File: config.mk
export PLATFORM = sky130hd
export DESIGN_NAME = seg7_scan_driver
export DESIGN_NICKNAME = d
export VERILOG_FILES = /design/src/rtl/seg7_scan_driver.sv
export SDC_FILE = /design/constraint.sdc
export NUM_CORES = 1
export LEC_CHECK = 0
export CORE_MARGIN = 2
export CORE_UTILIZATION = 45
export DETAILED_ROUTE_END_ITERATION = 16
export PLACE_DENSITY = 0.66
export SKIP_CTS_REPAIR_TIMING = 1
export SLEW_MARGIN = 40
export SYNTH_ARGS = -nofsm -noshare
export SYNTH_HDL_FRONTEND = slang
export SYNTH_SLANG_ARGS = --single-unit
File: constraint.sdc
create_clock -name clock -period 2 [get_ports clock]
set_clock_uncertainty 0.1 [all_clocks]
set_input_delay 0.3 -clock clock [delete_from_list [all_inputs] [get_ports clock]]
set_output_delay 0.3 -clock clock [all_outputs]
set_load 0.1 [all_outputs]
File: src/rtl/seg7_scan_driver.sv
// Multiplexed 7-segment driver: captures a binary value, converts it to BCD with
// sequential shift-add-3, and scans DIGITS common lines over one shared segment bus.
module seg7_scan_driver #(
   parameter int unsigned WIDTH           = 8,
   parameter int unsigned DIGITS          = 4,
   parameter int unsigned DIV             = 1000,
   parameter bit          BLANK_LZ        = 1'b1,
   parameter bit          COM_ACTIVE_HIGH = 1'b1,
   parameter bit          SEG_ACTIVE_HIGH = 1'b1
) (
   input  logic              clock,
   input  logic              reset,
   input  logic [WIDTH-1:0]  A,
   input  logic              load,
   output logic              busy,
   output logic              overflow,
   output logic [DIGITS-1:0] com,
   output logic [6:0]        data_out
);

   localparam int unsigned BW = 4 * DIGITS;
   localparam int unsigned CW = $clog2(WIDTH + 1);
   localparam int unsigned PW = $clog2(DIV);
   localparam int unsigned SW = (DIGITS > 1) ? $clog2(DIGITS) : 1;

   // Largest displayable value, saturated at 2^WIDTH (meaning "never overflows").
   function automatic logic [WIDTH:0] max_disp();
      logic [WIDTH+4:0] v;
      logic [WIDTH+4:0] sat;
      v   = '0;
      sat = {4'b0000, 1'b1, {WIDTH{1'b0}}};
      for (int i = 0; i < int'(DIGITS); i++) begin
         v = v * (WIDTH+5)'(10) + (WIDTH+5)'(9);
         if (v > sat) v = sat;
      end
      return v[WIDTH:0];
   endfunction

   localparam logic [WIDTH:0] MaxDisp = max_disp();

   typedef enum logic [1:0] {StIdle, StShift, StCommit} state_e;

   state_e            state_q, state_d;
   logic [WIDTH-1:0]  bin_q, bin_d;
   logic [BW-1:0]     bcd_q, bcd_d, bcd_adj;
   logic [CW-1:0]     cnt_q, cnt_d;
   logic              ovf_pend_q, ovf_pend_d;
   logic [BW-1:0]     dig_q, dig_d;
   logic              overflow_q, overflow_d;
   logic [PW-1:0]     presc_q;
   logic [SW-1:0]     scan_q;
   logic [DIGITS-1:0] com_q, com_raw;
   logic [6:0]        seg_q, seg_raw;
   logic [DIGITS-1:0] lz;
   logic [3:0]        nib;

   always_comb begin
      state_d    = state_q;
      bin_d      = bin_q;
      bcd_d      = bcd_q;
      cnt_d      = cnt_q;
      ovf_pend_d = ovf_pend_q;
      dig_d      = dig_q;
      overflow_d = overflow_q;
      bcd_adj    = bcd_q;
      case (state_q)
         StIdle: begin
            if (load) begin
               bin_d      = A;
               bcd_d      = '0;
               cnt_d      = CW'(WIDTH);
               ovf_pend_d = ({1'b0, A} > MaxDisp);
               state_d    = StShift;
            end
         end
         StShift: begin
            for (int i = 0; i < int'(DIGITS); i++) begin
               if (bcd_q[4*i +: 4] >= 4'd5) bcd_adj[4*i +: 4] = bcd_q[4*i +: 4] + 4'd3;
            end
            // The top bit of the accumulator is discarded on each shift.
            {bcd_d, bin_d} = {bcd_adj[BW-2:0], bin_q, 1'b0};
            cnt_d = cnt_q - 1'b1;
            if (cnt_q == CW'(1)) state_d = StCommit;
         end
         StCommit: begin
            dig_d      = bcd_q;
            overflow_d = ovf_pend_q;
            state_d    = StIdle;
         end
         default: state_d = StIdle;
      endcase
   end

   always_ff @(posedge clock) begin
      if (reset) begin
         state_q    <= StIdle;
         bin_q      <= '0;
         bcd_q      <= '0;
         cnt_q      <= '0;
         ovf_pend_q <= 1'b0;
         dig_q      <= '0;
         overflow_q <= 1'b0;
      end else begin
         state_q    <= state_d;
         bin_q      <= bin_d;
         bcd_q      <= bcd_d;
         cnt_q      <= cnt_d;
         ovf_pend_q <= ovf_pend_d;
         dig_q      <= dig_d;
         overflow_q <= overflow_d;
      end
   end

   // lz[i]: digits i..DIGITS-1 are all zero.
   always_comb begin
      lz = '0;
      lz[DIGITS-1] = (dig_q[BW-1 -: 4] == 4'd0);
      for (int i = int'(DIGITS) - 2; i >= 0; i--) begin
         lz[i] = (dig_q[4*i +: 4] == 4'd0) && lz[i+1];
      end
   end

   always_comb begin
      nib        = dig_q[4*scan_q +: 4];
      com_raw    = '0;
      com_raw[scan_q] = 1'b1;
      seg_raw    = 7'h00;
      if (overflow_q) begin
         seg_raw = 7'h40;
      end else if (BLANK_LZ && (scan_q != '0) && lz[scan_q]) begin
         seg_raw = 7'h00;
      end else begin
         case (nib)
            4'd0:    seg_raw = 7'h3F;
            4'd1:    seg_raw = 7'h06;
            4'd2:    seg_raw = 7'h5B;
            4'd3:    seg_raw = 7'h4F;
            4'd4:    seg_raw = 7'h66;
            4'd5:    seg_raw = 7'h6D;
            4'd6:    seg_raw = 7'h7D;
            4'd7:    seg_raw = 7'h07;
            4'd8:    seg_raw = 7'h7F;
            4'd9:    seg_raw = 7'h6F;
            default: seg_raw = 7'h00;
         endcase
      end
   end

   always_ff @(posedge clock) begin
      if (reset) begin
         presc_q <= '0;
         scan_q  <= '0;
         com_q   <= COM_ACTIVE_HIGH ? '0 : '1;
         seg_q   <= SEG_ACTIVE_HIGH ? 7'h00 : 7'h7F;
      end else begin
         if (presc_q == PW'(DIV - 1)) begin
            presc_q <= '0;
            scan_q  <= (scan_q == SW'(DIGITS - 1)) ? '0 : scan_q + 1'b1;
         end else begin
            presc_q <= presc_q + 1'b1;
         end
         com_q <= COM_ACTIVE_HIGH ? com_raw : ~com_raw;
         seg_q <= SEG_ACTIVE_HIGH ? seg_raw : ~seg_raw;
      end
   end

   assign busy     = (state_q != StIdle);
   assign overflow = overflow_q;
   assign com      = com_q;
   assign data_out = seg_q;

endmodule
==> results of run 1 <==
[registers in the layout (all words and copies together), names as in the netlist]
name      count
scan_q        2
bin_q         8
presc_q      10
data_out      7
com           4
state_q       2
dig_q        16
cnt_q         4
bcd_q        16
[power by group through the flow]
stage | registers, mW | clock network (mW) | logic (mW)
after global routing | 1.44 | 1.31 | 0.328
after detailed placement | 1.47 | 0 | 0.303
after global placement | 1.47 | 0 | 0.297
final | 1.44 | 1.22 | 0.301
after floorplan | 1.52 | 0 | 0.163
after CTS | 1.44 | 1.25 | 0.304
[stage by stage]
stage	power [mW]	hold slack (ps)
after CTS	2.99	349
final	2.96	350
after global routing	3.08	386
after global placement	1.76	324
after floorplan	1.68	313
after detailed placement	1.77	339
[cells in the mapped netlist (2+ instances only)]
cell       n  area share, %
dfxtp_1   69             42
nand2_1   47            5.3
a21oi_1   45            6.8
nor2_1    40            4.5
ha_1      21            8.0
clkbuf_1  17            1.9
inv_1     16            1.8
nor2b_1   12            2.3
o21ai_0   12            1.8
xnor2_1    9            2.4
a22oi_1    7            1.6
nand2b_1   7            1.3
nor3_1     7            1.1
o221a_2    7            2.4
nand3_1    6           0.91
mux2i_1    5            1.5
xor2_1     4            1.1
a21o_1     3           0.68
a32oi_1    3           0.80
and3_1     3           0.57
mux4_2     3            2.0
nand4_1    3           0.57
nor4_1     3           0.57
o211ai_1   3           0.68
or3_1      3           0.57
buf_6      2           0.68
nand3b_1   2           0.45
nor3b_1    2           0.45
or2_2      2           0.38
[per-layer routing]
layer | wire length (µm) | track usage, % | up-vias
met1 | 3260 | 23.6 | 1241
met2 | 3130 | 28.7 | 37
met3 | 158 | 3.66 | 7
li1 | - | - | 1371
met5 | 0 | 0 | -
met4 | 69 | 7.33 | 0
[worst register-to-register path, stage by stage, from the launching register on]
cell     delay (ps)
dfxtp_4         400
mux4_1          570
inv_1           140
ha_1            180
nor2_1           50
o32a_1          280
nor2_1           80
[cells by family (layout without fill, tap and decap cells)]
family,Yosys count,count (layout),synth area share (%)
AOI/OAI and AO/OA,88,88,16.8
DFF,69,69,41.8
xor gates and xnor gates,13,13,3.45
buffers and inverters,39,74,5.04
and+or+nand+nor,140,140,19.7
muxes,11,11,5.04
adders and majority gates,21,21,7.96
other,1,1,0.114
[path summary, 6_finish.rpt]
kind                            slack [ps]           to
worst max-delay path                   160  data_out[5]
worst min-delay path                   350   presc_q[0]
worst max register to register         160  data_out[5]
worst min register to register         350   presc_q[0]
[area by class of cell]
class | instances | area (µm²) | area share (%)
Clock buffer | 9 | 124 | 3.18
Tap cell | 99 | 124 | 3.18
Multi-Input combinational cell | 274 | 1760 | 45.3
Timing Repair Buffer | 41 | 345 | 8.86
Clock inverter | 7 | 90.1 | 2.31
Sequential cell | 69 | 1390 | 35.5
Inverter | 17 | 63.8 | 1.64
==> results.sh, run 1 <==
export IMPL_gp_congestion=0.792
export IMPL_synth_warnings=0
export IMPL_synth_seq_area_share_pct=41.8
export IMPL_post_route_drc_count=0
export IMPL_drt_wirelength_per_cell_um=12.8
export IMPL_worstSetupEndpointType="flop"
export IMPL_start_util_pct=46.0
export IMPL_placed_cell_area_um2=3670
export IMPL_routed_wl_um=6610
export IMPL_max_slew_margin_pct=57.0
export IMPL_hold_start="presc_q[0]"
export IMPL_crit_path_top_delay_cell="mux4_1"
export IMPL_layout_drive_gt1_share_pct=16.1
export IMPL_comb_power_share_pct=10.2
export IMPL_crit_path_frequent_cell="nor2_1"
export IMPL_fin_util_pct=54.3
export IMPL_ordered_cell_list_for_the_critical_path="mux4_1 > inv_1 > ha_1 > nor2_1 > o32a_1 > nor2_1"
export IMPL_power_leakage_nw=1.50
export IMPL_rsz0062_at_grt="false"
export IMPL_count_of_endpoints_failing_setup_in_the_final_report=0
export IMPL_net_switching_power_mw=0.741
export IMPL_cts_htree_levels=3
export IMPL_final_period_utilization_pct=92.0
export IMPL_ff2ff_path_depth=6
export IMPL_postSynthAreaPerCell_um2=8.64
export IMPL_final_nets=444
export IMPL_io_pins=24
export IMPL_finish_cell_count_without_fillers=516
export IMPL_worst_pin_slew_ps=643
export IMPL_die_height_um=89.6
export IMPL_area_growth_synth_to_final_pct=18.0
export IMPL_clk_transition_reported_paths_ps=70
export IMPL_worst_r2r_startpoint="scan_q[0]"
export IMPL_netlist_area_um2=3300
export IMPL_cts_root_buf="clkbuf_8"
export IMPL_clkPwrFrac_pct=41.3
export IMPL_cap_violations=0
export IMPL_cts_tree="built"
export IMPL_min_path_cells=1
export IMPL_pre_cts_slack_ps=-0.897
export IMPL_critical_path_max_stage_delay_ps=570
export IMPL_largest_net_degree_at_the_start_of_global_routing=35
export IMPL_detail_route_first_pass_iterations=4
export IMPL_worst_ep_arrival_time_ps=2020
export IMPL_powerDensity_nw_per_um2=759
export IMPL_power_sequential_fraction_pct=48.5
export IMPL_layout_cells_most_common_list="dfxtp_1 (68), nand2_1 (47), a21oi_1 (45)"
export IMPL_run_status="finished clean"
export IMPL_fillers=694
export IMPL_ys_async_sr_fraction_pct=0
export IMPL_vdd_drop_max_mv=0.280
export IMPL_dr_total_vias=2656
export IMPL_layout_min_cycle_time_ps=1840
export IMPL_fin_ws_ps=160
export IMPL_grt_pass1_vias=2440
export IMPL_core_area_um2=7180
export IMPL_clkSinkCount=69
export IMPL_floorplan_die_width_um=89.6
export IMPL_netlist_instances=382
export IMPL_timing_critical_path_fanout_max=7
export IMPL_count_of_unique_library_cells_instantiated_by_yosys=48
export IMPL_antenna_cells_inserted=0
export IMPL_groute_usage_overall_pct=17.9
export IMPL_die_area_um2=8040
export IMPL_clock_insertion_delay_worst_skew_ps=340
export IMPL_totalNegativeSetupSlack_ps=0
export IMPL_count_of_state_elements_after_synthesis=69
export IMPL_timing_setup_critical_path_class="reg2reg"
export IMPL_cts_max_path_buffers=2
export IMPL_hold_violation_count_in_the_final_report=0
export IMPL_layout_commonest_cell="dfxtp_1"
export IMPL_final_max_slew_viol_count=0
export IMPL_cp_data_required_time_ps=2180
export IMPL_critPathLaunchType="flop"
export IMPL_cp_num_cells=6
export IMPL_initialDrtViolationCount=92
export IMPL_cts_buffers_inserted=9
export IMPL_final_antenna_net_count=0
export IMPL_antenna_found_initial=0
export IMPL_synth_main_ff_cell="dfxtp_1"
export IMPL_switching_share_pct=25.1
export IMPL_synthesis_nets=414
export IMPL_placed_cells=500
export IMPL_setup_worst_path_start="scan_q[0]"
export IMPL_design_area_um2=3900
export IMPL_synth_edff_count=0
export IMPL_grt_overflow_total=0
export IMPL_internal_dissipation_mw=2.21
export IMPL_io_buffers=22
export IMPL_hold_class="reg2reg"
export IMPL_core_rowCount=31
export IMPL_number_of_buffers_and_inverters_on_the_critical_path=1
export IMPL_achievable_frequency_ghz=0.543
export IMPL_detail_route_vias_per_cell=5.15
export IMPL_wire_length_of_the_first_global_routing_pass_um=11200
export IMPL_crit_family="multiplexers"
export IMPL_dp_hpwl_um=4660
Note: power is estimated with default switching activity, not from simulation.
==> inputs of run 2 (changes only) <==
CELL_PAD_IN_SITES_DETAIL_PLACEMENT = 2   (was not set)
CELL_PAD_IN_SITES_GLOBAL_PLACEMENT = 2   (was not set)
CORE_UTILIZATION = 32   (was 45)
PLACE_DENSITY = not set   (was 0.66)
PLACE_DENSITY_LB_ADDON = 0.1   (was not set)
==> run 2 against run 1 <==
  * Sequential share of layout area is 0.13 points lower
  * First-iteration DRC count is 40% lower
  * Critical path depth stayed put
  * Clock-buffer cell count stayed put
  * Via count is 5.5% higher
  * Sequential power hardly changed
  * Combinational power is 2% higher
  * Core utilization is 16 points lower
  * Wire length is 32% higher
  * Clock power is 7% lower
  * Non-clock buffer count is 1 higher
  * Largest power group unchanged
==> results.sh, run 2 (same netlist as run 1, synthesis figures left out) <==
export IMPL_run_status="finished clean"
export IMPL_timing_critical_path_fanout_max=7
export IMPL_clk_transition_reported_paths_ps=90
export IMPL_worstSetupEndpointType="flop"
export IMPL_switching_share_pct=27.6
export IMPL_detail_route_first_pass_iterations=4
export IMPL_groute_usage_overall_pct=16.8
export IMPL_placed_cells=536
export IMPL_start_util_pct=32.4
export IMPL_clkPwrFrac_pct=39.4
export IMPL_pre_cts_slack_ps=-40.2
export IMPL_final_max_slew_viol_count=0
export IMPL_fin_util_pct=38.4
export IMPL_io_pins=24
export IMPL_die_area_um2=11100
export IMPL_vdd_drop_max_mv=0.242
export IMPL_comb_power_share_pct=10.7
export IMPL_placed_cell_area_um2=3700
export IMPL_hold_class="reg2reg"
export IMPL_achievable_frequency_ghz=0.525
export IMPL_io_buffers=22
export IMPL_cts_buffers_inserted=9
export IMPL_crit_family="multiplexers"
export IMPL_cap_violations=0
export IMPL_post_route_drc_count=0
export IMPL_max_slew_margin_pct=64.7
export IMPL_grt_pass1_vias=2975
export IMPL_layout_cells_most_common_list="dfxtp_1 (68), nand2_1 (47), a21oi_1 (45)"
export IMPL_totalNegativeSetupSlack_ps=0
export IMPL_hold_violation_count_in_the_final_report=0
export IMPL_powerDensity_nw_per_um2=737
export IMPL_critical_path_max_stage_delay_ps=560
export IMPL_worst_ep_arrival_time_ps=2090
export IMPL_clock_insertion_delay_worst_skew_ps=350
export IMPL_net_switching_power_mw=0.794
export IMPL_final_nets=445
export IMPL_initialDrtViolationCount=55
export IMPL_report_power_total_mw=2.88
export IMPL_die_height_um=106
export IMPL_dr_total_vias=2803
export IMPL_antenna_cells_inserted=0
export IMPL_cts_max_path_buffers=2
export IMPL_crit_path_top_delay_cell="mux4_2"
export IMPL_fin_ws_ps=96.2
export IMPL_clkSinkCount=69
export IMPL_cp_data_required_time_ps=2190
export IMPL_drt_wirelength_per_cell_um=15.8
export IMPL_antenna_found_initial=0
export IMPL_critPathLaunchType="flop"
export IMPL_dp_hpwl_um=6080
export IMPL_power_sequential_fraction_pct=49.9
export IMPL_fillers=1169
export IMPL_wire_length_of_the_first_global_routing_pass_um=14900
export IMPL_crit_path_frequent_cell="nor2_1"
export IMPL_finish_cell_count_without_fillers=554
export IMPL_ordered_cell_list_for_the_critical_path="mux4_2 > inv_1 > ha_1 > nor2_1 > o32a_1 > nor2_1"
export IMPL_largest_net_degree_at_the_start_of_global_routing=48
export IMPL_power_leakage_nw=1.49
export IMPL_routed_wl_um=8740
export IMPL_layout_commonest_cell="dfxtp_1"
export IMPL_area_growth_synth_to_final_pct=18.5
export IMPL_worst_pin_slew_ps=529
export IMPL_core_rowCount=37
export IMPL_core_area_um2=10200
export IMPL_number_of_buffers_and_inverters_on_the_critical_path=1
export IMPL_cts_htree_levels=3
export IMPL_timing_setup_critical_path_class="reg2reg"
export IMPL_count_of_endpoints_failing_setup_in_the_final_report=0
export IMPL_cts_tree="built"
export IMPL_worst_hold_slack_ps=358
export IMPL_layout_min_cycle_time_ps=1900
export IMPL_gp_congestion=0.730
export IMPL_largest_registers="bcd_q: 16 flops, dig_q: 16 flops, presc_q: 10 flops"
export IMPL_cts_root_buf="clkbuf_8"
export IMPL_detail_route_vias_per_cell=5.06
export IMPL_internal_dissipation_mw=2.09
export IMPL_final_period_utilization_pct=95.2
export IMPL_layout_drive_gt1_share_pct=16.0
export IMPL_final_antenna_net_count=0
export IMPL_grt_overflow_total=0
export IMPL_floorplan_die_width_um=106
export IMPL_design_area_um2=3910
## run 2: routing by layer
metal	GRT usage [%]	wire length (µm)	up-vias
li1	-	-	1370
met1	20.6	3930	1391
met2	29.8	4500	31
met3	2.29	174	11
met4	6.77	136	0
met5	0	0	-
## run 2: final cells by class
type	instances	area, µm²	area share (%)
repair buffers	42	348	8.90
inverters	17	63.8	1.63
multi-input cells	274	1750	44.8
well taps	136	170	4.35
clock inverters	7	66.3	1.70
clock buffers	9	124	3.17
flip-flops and latches	69	1390	35.4
## run 2: power by group through the flow
stage | Combinational, mW | Clock, mW | Sequential [mW]
floorplan | 0.163 | 0 | 1.52
global placement | 0.307 | 0 | 1.47
detailed placement | 0.314 | 0 | 1.47
CTS | 0.315 | 1.17 | 1.44
global route | 0.342 | 1.24 | 1.44
finish | 0.308 | 1.14 | 1.44
## run 2: worst paths after layout
kind | start | to | slack (ps) | cells after the start
worst max-delay path | scan_q[0] | data_out[5] | 100 | 6
worst min-delay path | presc_q[0] | presc_q[0] | 360 | 1
worst max register to register | scan_q[0] | data_out[5] | 100 | 6
worst min register to register | presc_q[0] | presc_q[0] | 360 | 1
==> inputs of run 3 (changes only) <==
CORE_ASPECT_RATIO = 1.1   (was not set)
==> run 3 against run 2 <==
  * Core utilization increased by 0.84 points
  * Flip-flop and latch count unchanged
  * Cell area decreased by 0.29%
  * Wire length decreased by 2.6%
  * Die area about the same
  * Largest power group unchanged
  * Cell count decreased by 3.4%
==> results.sh, run 3 (same netlist as run 1, synthesis figures left out) <==
export IMPL_run_status="finished clean"
export IMPL_die_height_um=111
export IMPL_power_leakage_nw=1.48
export IMPL_critPathLaunchType="flop"
export IMPL_number_of_buffers_and_inverters_on_the_critical_path=1
export IMPL_layout_commonest_cell="dfxtp_1"
export IMPL_routed_wl_um=8510
export IMPL_final_max_slew_viol_count=0
export IMPL_core_rowCount=38
export IMPL_cts_max_path_buffers=2
export IMPL_dp_hpwl_um=5830
export IMPL_pre_cts_slack_ps=-31.4
export IMPL_count_of_endpoints_failing_setup_in_the_final_report=0
export IMPL_drt_wirelength_per_cell_um=15.9
export IMPL_detail_route_vias_per_cell=5.15
export IMPL_fillers=1125
export IMPL_multi_input_area_um2=1750
export IMPL_ordered_cell_list_for_the_critical_path="mux4_2 > inv_1 > ha_1 > nor2_1 > o32a_1 > nor2_1"
export IMPL_detail_route_first_pass_iterations=4
export IMPL_layout_drive_gt1_share_pct=15.4
export IMPL_clock_insertion_delay_worst_skew_ps=360
export IMPL_grt_overflow_total=0
export IMPL_clkPwrFrac_pct=43.1
export IMPL_area_growth_synth_to_final_pct=18.1
export IMPL_finish_cell_count_without_fillers=535
export IMPL_crit_path_top_delay_cell="mux4_2"
export IMPL_comb_power_share_pct=9.9
export IMPL_achievable_frequency_ghz=0.535
export IMPL_ff2ff_path_depth=6
export IMPL_largest_registers="bcd_q: 16 flops, dig_q: 16 flops, presc_q: 10 flops"
export IMPL_rsz0062_at_grt="false"
export IMPL_worst_pin_slew_ps=519
export IMPL_cts_root_buf="clkbuf_8"
export IMPL_final_period_utilization_pct=93.5
export IMPL_clk_transition_reported_paths_ps=80
export IMPL_gp_congestion=0.761
export IMPL_post_route_drc_count=0
export IMPL_initialDrtViolationCount=60
export IMPL_powerDensity_nw_per_um2=786
export IMPL_detailroute_wirelength_met2_um=4200
export IMPL_hold_violation_count_in_the_final_report=0
export IMPL_final_nets=442
export IMPL_cp_num_cells=6
export IMPL_crit_path_frequent_cell="nor2_1"
export IMPL_worstSetupEndpointType="flop"
export IMPL_wl_met1_um=3950
export IMPL_critical_path_max_stage_delay_ps=550
export IMPL_die_area_um2=11100
export IMPL_internal_dissipation_mw=2.28
export IMPL_final_antenna_net_count=0
export IMPL_max_slew_margin_pct=65.4
export IMPL_fin_ws_ps=130
export IMPL_antenna_cells_inserted=0
export IMPL_design_area_um2=3900
export IMPL_placed_cell_area_um2=3670
export IMPL_power_sequential_fraction_pct=47.0
export IMPL_clkSinkCount=69
export IMPL_layout_cells_most_common_list="dfxtp_1 (68), nand2_1 (47), a21oi_1 (45)"
export IMPL_core_area_um2=9940
export IMPL_switching_share_pct=25.4
export IMPL_groute_usage_overall_pct=16.5
export IMPL_timing_setup_critical_path_class="reg2reg"
export IMPL_floorplan_die_width_um=101
export IMPL_cap_violations=0
export IMPL_io_pins=24
export IMPL_cts_htree_levels=3
export IMPL_fin_util_pct=39.2
export IMPL_final_seq_area_um2=1390
export IMPL_wire_length_of_the_first_global_routing_pass_um=14500
export IMPL_grt_pass1_vias=2885
export IMPL_min_path_cells=3
export IMPL_start_util_pct=33.2
export IMPL_layout_min_cycle_time_ps=1870
export IMPL_worst_hold_slack_ps=342
export IMPL_net_switching_power_mw=0.779
export IMPL_largest_net_degree_at_the_start_of_global_routing=48
export IMPL_io_buffers=22
export IMPL_timing_critical_path_fanout_max=7
export IMPL_cts_tree="built"
export IMPL_cts_buffers_inserted=9
export IMPL_cp_data_required_time_ps=2190
export IMPL_hold_class="in2reg"
export IMPL_report_power_total_mw=3.06
export IMPL_placed_cells=519
export IMPL_vdd_drop_max_mv=0.305
export IMPL_highest_signal_layer="met4"
export IMPL_worst_ep_arrival_time_ps=2060
export IMPL_antenna_found_initial=0
export IMPL_routed_wl_met3_um=186
export IMPL_totalNegativeSetupSlack_ps=0
export IMPL_crit_family="multiplexers"
export IMPL_dr_total_vias=2757
[run 3: cell count changes in the layout (fill, tap and decap cells not counted), sizes merged]
cell and delta:
clkinvlp -1, buf -3, bufinv +1, clkbuf +3, clkinv -3
[run 3: power by group through the flow]
stage          Combinational [mW]  Sequential (mW)  Clock [mW]
6_report                    0.303             1.44        1.32
5_1_grt                     0.336             1.44        1.42
4_1_cts                     0.311             1.44        1.36
3_5_place_dp                0.310             1.47           0
3_3_place_gp                0.302             1.47           0
2_1_floorplan               0.163             1.52           0
[run 3: tightest hold or removal path, stage by stage]
cell and delay (ps):
buf_2 100, clkinv_1 180, and3_1 180
[run 3: layer usage]
metal  track usage (%)  vias to the layer above
li1                  -                     1365
met1              20.9                     1359
met2              26.6                       21
met3              3.61                       12
met4              7.40                        0
met5                 0                        -
[run 3: worst paths after layout]
path                               endpoint  slack [ps]        from
worst max-delay path            data_out[5]         130   scan_q[0]
worst min-delay path             presc_q[1]         340       reset
worst max register to register  data_out[5]         130   scan_q[0]
worst min register to register   presc_q[0]         370  presc_q[0]
[run 3: area by class of cell]
cell class | instances | area share [%]
inverters | 17 | 1.64
repair buffers | 39 | 8.34
clock buffers | 12 | 3.98
clock inverters | 4 | 1.80
multi-input cells | 274 | 44.9
flip-flops and latches | 69 | 35.5
well taps | 120 | 3.85
